==> config.mk <==
export PLATFORM = sky130hd
export DESIGN_NAME = my_div_seq
export DESIGN_NICKNAME = d
export VERILOG_FILES = /design/src/rtl/my_div_seq.sv
export SDC_FILE = /design/constraint.sdc
export NUM_CORES = 1
export LEC_CHECK = 0
export ABC_CLOCK_PERIOD_IN_PS = 6800
export CAP_MARGIN = 20
export CORE_MARGIN = 4
export CORE_UTILIZATION = 55
export CTS_CLUSTER_SIZE = 14
export DETAILED_ROUTE_END_ITERATION = 8
export HOLD_SLACK_MARGIN = 0.1
export PLACE_DENSITY = 0.89
export SLEW_MARGIN = 30
export SYNTH_ARGS = -nofsm -noshare
export SYNTH_HDL_FRONTEND = slang
export SYNTH_SLANG_ARGS = --single-unit
==> constraint.sdc <==
create_clock -name clock -period 6.8 [get_ports clock]
set_clock_uncertainty 0.15 [all_clocks]
set_input_delay 1.36 -clock clock [delete_from_list [all_inputs] [get_ports clock]]
set_output_delay 1.36 -clock clock [all_outputs]
set_load 0.02 [all_outputs]
==> src/rtl/my_div_seq.sv <==
// Sequential 32-bit signed divider: restoring shift/subtract on operand magnitudes,
// one quotient bit per clock, signs re-applied when the last bit is produced.
module my_div_seq (
   input  logic        clock,
   input  logic        reset_n,
   input  logic [31:0] data_operandA,
   input  logic [31:0] data_operandB,
   input  logic        ctrl_DIV,
   output logic [31:0] data_result,
   output logic [31:0] data_remainder,
   output logic        data_exception,
   output logic        data_resultRDY
);

   typedef enum logic [1:0] {IDLE, RUN, DONE} state_t;

   state_t      state, state_nxt;
   logic [31:0] a_q, b_q;
   logic [31:0] b_mag;
   logic [31:0] quo, rem;
   logic [4:0]  count;

   logic        div_zero;
   logic        last_iter;
   logic [32:0] rem_sh, diff;
   logic [31:0] quo_nxt, rem_nxt;
   logic [31:0] q_fin, r_fin;
   logic        ovf;

   function automatic logic [31:0] mag(input logic [31:0] v);
      return v[31] ? -v : v;
   endfunction

   assign div_zero  = (data_operandB == 32'd0);
   assign last_iter = (state == RUN) && (count == 5'd31);

   // One restoring step; the 33-bit difference's sign bit is the borrow.
   always_comb begin
      rem_sh  = {rem, quo[31]};
      diff    = rem_sh - {1'b0, b_mag};
      quo_nxt = {quo[30:0], 1'b0};
      rem_nxt = rem_sh[31:0];
      if (!diff[32]) begin
         quo_nxt = {quo[30:0], 1'b1};
         rem_nxt = diff[31:0];
      end
   end

   assign q_fin = (a_q[31] ^ b_q[31]) ? -quo_nxt : quo_nxt;
   assign r_fin = a_q[31] ? -rem_nxt : rem_nxt;
   assign ovf   = (a_q == 32'h8000_0000) && (b_q == 32'hFFFF_FFFF);

   always_ff @(posedge clock or negedge reset_n) begin
      if (!reset_n) state <= IDLE;
      else          state <= state_nxt;
   end

   // NOTE: every variable assigned here gets a default first, so no latch is inferred.
   always_comb begin
      state_nxt = state;
      if (ctrl_DIV) begin
         state_nxt = div_zero ? DONE : RUN;
      end else begin
         case (state)
            IDLE:    state_nxt = IDLE;
            RUN:     if (last_iter) state_nxt = DONE;
            DONE:    state_nxt = IDLE;
            default: state_nxt = IDLE;
         endcase
      end
   end

   // NOTE: clocked state uses non-blocking assignments so all registers see pre-edge values.
   always_ff @(posedge clock or negedge reset_n) begin
      if (!reset_n) begin
         a_q            <= '0;
         b_q            <= '0;
         b_mag          <= '0;
         quo            <= '0;
         rem            <= '0;
         count          <= '0;
         data_result    <= '0;
         data_remainder <= '0;
         data_exception <= 1'b0;
         data_resultRDY <= 1'b0;
      end else begin
         // The valid pulse trails the single DONE cycle by one edge.
         data_resultRDY <= (state == DONE);
         if (ctrl_DIV) begin
            a_q   <= data_operandA;
            b_q   <= data_operandB;
            quo   <= mag(data_operandA);
            b_mag <= mag(data_operandB);
            rem   <= '0;
            count <= '0;
            if (div_zero) begin
               data_result    <= '0;
               data_remainder <= data_operandA;
               data_exception <= 1'b1;
            end
         end else if (state == RUN) begin
            quo   <= quo_nxt;
            rem   <= rem_nxt;
            count <= count + 5'd1;
            if (last_iter) begin
               data_result    <= q_fin;
               data_remainder <= r_fin;
               data_exception <= ovf;
            end
         end
      end
   end

endmodule

======== Word-level counts from Yosys, hierarchy flattened ========
Cells that the tools add are included.
storage, ports and cells
  bits of input ports ..................... 67
  register bits after elaboration ......... 233
  output and inout bits ................... 66
operators by class
  add/subtract/negate cells ............... 6
  bitwise gates (word level) .............. 1
  mux-type cells .......................... 28
  eq/ne operators ......................... 7
  reductions and logical operators ........ 6
operators with widths
  cell                                                                      count
  32-bit two-way mux                                                        17
  32-bit negation                                                           4
  32-bit equality test (second input constant)                              2
  33-bit by 32-bit subtractor with 33-bit output                            1
  32-bit zero test                                                          1
  5-bit two-way mux                                                         2
  2-bit two-way mux                                                         4
  5-bit by 1-bit adder with 5-bit output (second input constant)            1
  5-bit equality test (second input constant)                               1
  1-bit two-way mux                                                         5
  2-bit nonzero test                                                        2
  3-bit inequality test (second input constant)                             1
  3-bit AND reduction                                                       1
  2-bit by 1-bit equality test with 1-bit output (second input constant)    1
  2-bit equality test (second input constant)                               1
  1-bit logical AND                                                         2
  2-bit by 1-bit inequality test with 1-bit output (second input constant)  1
  1-bit bitwise XOR                                                         1

======== Logic depth before layout (Yosys ltp) ========
  depth after elaboration ................. 7
  depth in mapped cells ................... 22

======== Worst setup path after synthesis ========
OpenSTA, ideal clock, no wires.
  path type ............................... flip-flop to flip-flop
  from .................................... register quo[31]
  to ...................................... register data_remainder[22]
  arrival ................................. 5017 ps
  cell stages (with the launch flop) ...... 23
  setup time .............................. 138 ps
  clock period less this slack ............ 5304 ps
  required time ........................... 6512 ps
  path slack .............................. 1496 ps
  cells stage by stage .................... dfrtp_1 inv_1 ha_1 fa_1 nand2b_1 a21oi_2 o2111a_1 o211ai_1 a21oi_2 nor2_2 inv_2 clkbuf_1 nor2_1 a21oi_1 ha_1 nand2_1 or4_1 nor4_1 o22ai_1 or3_4 o41ai_2 xnor2_1 o221ai_2
on the way
  longest elaborated chain between the ends .. 7
ends and longest elaborated chain
  element                                         RTL line  source
  start: declaration                              20        logic [31:0] quo, rem;
  start signal: assignment                        92        quo <= mag(data_operandA);
  start signal: assignment                        102       quo <= quo_nxt;
  33-bit by 32-bit subtractor with 33-bit output  40        diff = rem_sh - {1'b0, b_mag};
  32-bit two-way mux (*)                          43        if (!diff[32]) begin
  32-bit negation                                 50        assign r_fin = a_q[31] ? -rem_nxt : rem_nxt;
  32-bit two-way mux (*)                          50
  32-bit two-way mux (*)                          105       if (last_iter) begin
  32-bit two-way mux (*)                          101       end else if (state == RUN) begin
  32-bit two-way mux (*)                          89        if (ctrl_DIV) begin
  end signal: assignment                          98        data_remainder <= data_operandA;
  end signal: assignment                          107       data_remainder <= r_fin;
  end: declaration                                10        output logic [31:0] data_remainder,
Every way passes the cells marked *; elsewhere a longest branch is shown, timed or not. The select of a mux whose other input is x is not followed.
A chain may end at the register's enable or synchronous reset.

======== Final worst setup path ========
  from .................................... register quo[31]
  to ...................................... register data_remainder[28]
The elaborated chain is that of the path after synthesis.

==> metrics.md <==
| Metric | Value |
|---|---|
| Finished Cell Area | `17300 µm²` |
| Post-route ant nets | `0` |
| DRC Markers | `0` |
| Vias per cell | `6.44` |
| Antenna violations before repair | `0` |
| Power per Cell Area | `287 nW/µm²` |
| WL per Instance | `21.0 µm` |
| Sequential fraction of the synthesis area | `39.0%` |
| Worst path depth | `21` |
| Final hold slack | `0.336 ns` |
| Setup Fix Bufs, Post-CTS | `0` |
| Most frequent cell after synthesis | `dfrtp_1` |
| Io pins | `133` |
| Dominant synthesized flop cell | `dfrtp_1` |
| Final Critical Period | `5.78 ns` |
| Pin count of the biggest net entering global routing | `175` |
| RSZ-0062 raised after global routing | `no` |
| Proportion of layout cells with a drive suffix above 1 | `8.76%` |
| Post-Syn Nets | `1801` |
| # fillers | `2022` |
| Unique masters post-synth | `88` |
| Period utilisation layout | `85.0%` |
| Post-synth top area share | `39.0%` |
| CTS root buf | `clkbuf_16` |
| Worst path slowest cell | `a21oi_2` |
| Fin Setup TNS | `0 ns` |
| Max Cap Viol | `0` |
| Gr ovfl total | `0` |
| Critical path peak fanout | `10` |
| CP Capture Type | `flop` |
| CTS sink count | `232` |
| Mapped cell area | `14900 µm²` |
| Final hold viol count | `0` |
| Setup ws final | `1.02 ns` |
| Total Power | `4.96 mW` |
| CP Class | `reg2reg` |
| Slew Limit Fails | `0` |
| Crit-path leading delay family | `compound AO/OA/AOI/OAI gates` |
| Top achievable clock speed | `173 MHz` |
| Worst path cell trace | `inv_1 > ha_1 > fa_1 > nand2b_1 > a21oi_2 > o2111a_1 > o211ai_1 > a21oi_2 > nor2_4 > inv_2 > nor2_1 > a21oi_1 > ha_1 > nand2_1 > or4_1 > nor4_1 > o22ai_1 > nand4bb_1 > o31ai_1 > xnor2_1 > o22ai_1` |
| First-pass GRT wire length | `72100 µm` |
| DR pass1 iterations | `6` |
| Syn_area_per_cell | `8.78 µm²` |
| Pre-CTS setup slack | `1.25 ns` |
| Die height | `173 µm` |
| Crit path buffers/inverters | `2` |
| Worst hold path type | `reg2reg` |
| Synth warn | `0` |
| Leading area contributor after synthesis | `dfrtp_1` |
| Arrival time at the worst endpoint | `6.02 ns` |
| Outcome | `completed` |
| CP required | `7.04 ns` |
| Synth top cells by count | `dfrtp_1 (232), nor2_1 (163), nand2_1 (158)` |
| Dpl cell area | `16300 µm²` |
| Drt total wl | `44600 µm` |
| Starting Density | `56.5%` |
| Synth area leaders | `dfrtp_1 (39%), xnor2_1 (4.8%), o21ai_0 (4.6%), nor2_1 (4.1%), nand2_1 (4.0%)` |
| Chip width | `173 µm` |
| Hold-critical path depth | `2` |
| Core ar. | `26400 µm²` |
| #FFs+latches synth | `232` |
| FFs w/ async S/R, synth | `100%` |
| Relative slew slack | `30.6%` |
| Number of flops mapped to enable cells by yosys | `0` |
| First-iteration detailed-routing DRC count | `1634` |
| Latest clock arrival within the worst-skew pair | `0.55 ns` |
| Placer Congestion | `0.944` |
| Die area | `29800 µm²` |
| Leakage Power | `7.31 nW` |
| Post-CTS sizing | `0` |
| TritonCTS clock tree | `yes` |
| Post-Place Cells | `2077` |
| CP startpoint kind | `flop` |
| Worst-path clk slew | `0.06 ns` |
| Ant. Diodes | `0` |
| Post-CTS Hold Buffers | `0` |
| Post-Synthesis Cells | `1695` |
| CTS max path bufs | `3` |
| Number of global-route vias before repair | `13.3k` |
| Final Core Density | `65.6%` |
| Worst-margin pin slew | `1.03 ns` |
| R2r worst-path depth | `21` |
| Detailed-route via count | `13.7k` |
| CP max stage delay | `0.52 ns` |
| Hpwl dp | `32000 µm` |
| Setup Viol. Count Final | `0` |
| H-tree lvl count | `1` |
| All-Layer GR Usage | `29.0%` |
| Num rows | `59` |
| Count of input and output buffers | `132` |
| Synthesis-to-finish area growth | `16.2%` |
| IR drop worst, VDD | `0.176 mV` |
| CTS Buf Count | `27` |
| Nets@finish | `1878` |
| Non-filler cells in the finished layout | `2128` |
==> flip-flops by register name, indices dropped and copies added, names as in the netlist <==
signal	flops
data_resultRDY	1
state	2
rem	32
b_q	32
data_result	32
b_mag	31
quo	32
data_remainder	32
a_q	32
data_exception	1
count	5
==> metal layers <==
layer	track usage (%)	share of wire, %	routed length, µm
met5	0	0	0
met1	40.1	41	18400
met4	9.51	3.3	1480
met2	46.8	46	20700
met3	5.07	9.1	4060
==> cell type report <==
type	count	area [µm²]	area share [%]
Tap cell	335	419	2.42
Multi-Input combinational cell	1290	8410	48.6
Clock inverter	12	130	0.752
Clock buffer	38	797	4.61
Inverter	76	285	1.65
Timing Repair Buffer	145	1450	8.40
Sequential cell	232	5810	33.6
==> kinds of logic after synthesis <==
family	Yosys count	synth area share, %
buffers and inverters	173	4.67
adder cells (fa/ha/maj)	39	3.33
AO/OA/AOI/OAI	475	20.8
multiplexers	85	6.16
flip-flops	232	39.0
AND/OR/NAND/NOR	549	17.6
XOR/XNOR	142	8.35
==> placed cells by master (no fill, tap or decap), drive strengths merged, types with 35 or more instances in the layout <==
master         instances
clkdlybuf4s50        129
inv                   78
mux2i                 35
o21ai                141
a21oi                122
a211oi                36
nor3                  41
clkbuf                38
or3                   38
xor2                  61
ha                    38
nor2                 164
dfrtp                232
xnor2                 81
nand2                158
mux2                  50
==> where the power goes <==
part           internal [mW]  switching (mW)  leakage (nW)
registers               1.51           0.151          2.92
clock network          0.895           0.611         0.455
logic                  0.687            1.11          3.94
total                   3.09            1.87          7.31
==> worst reg2reg max path: stages, from the launching register on <==
cell       delay [ns]
dfrtp_1          0.38
inv_1            0.07
ha_1             0.21
fa_1             0.44
nand2b_1         0.22
a21oi_2          0.27
o2111a_1         0.29
o211ai_1         0.14
a21oi_2          0.52
nor2_4           0.08
inv_2            0.09
nor2_1           0.04
a21oi_1          0.23
ha_1             0.25
nand2_1          0.05
or4_1            0.40
nor4_1           0.38
o22ai_1          0.28
nand4bb_1        0.48
o31ai_1          0.37
xnor2_1          0.16
o22ai_1          0.11
==> path summary, 6_finish.rpt <==
check                                            endpoint  slack [ns]                   startpoint
max                        data_remainder[28]$_DFFE_PN0P_        1.02          quo[31]$_DFFE_PN0P_
min                           data_result[27]$_DFFE_PN0P_        0.34  data_result[27]$_DFFE_PN0P_
max reg2reg                data_remainder[28]$_DFFE_PN0P_        1.02          quo[31]$_DFFE_PN0P_
min reg2reg                   data_result[27]$_DFFE_PN0P_        0.34  data_result[27]$_DFFE_PN0P_
max in group asynchronous             a_q[24]$_DFFE_PN0P_        4.56                      reset_n
min in group asynchronous             b_q[11]$_DFFE_PN0P_        0.60                      reset_n
(Power assumes the default switching activity.)
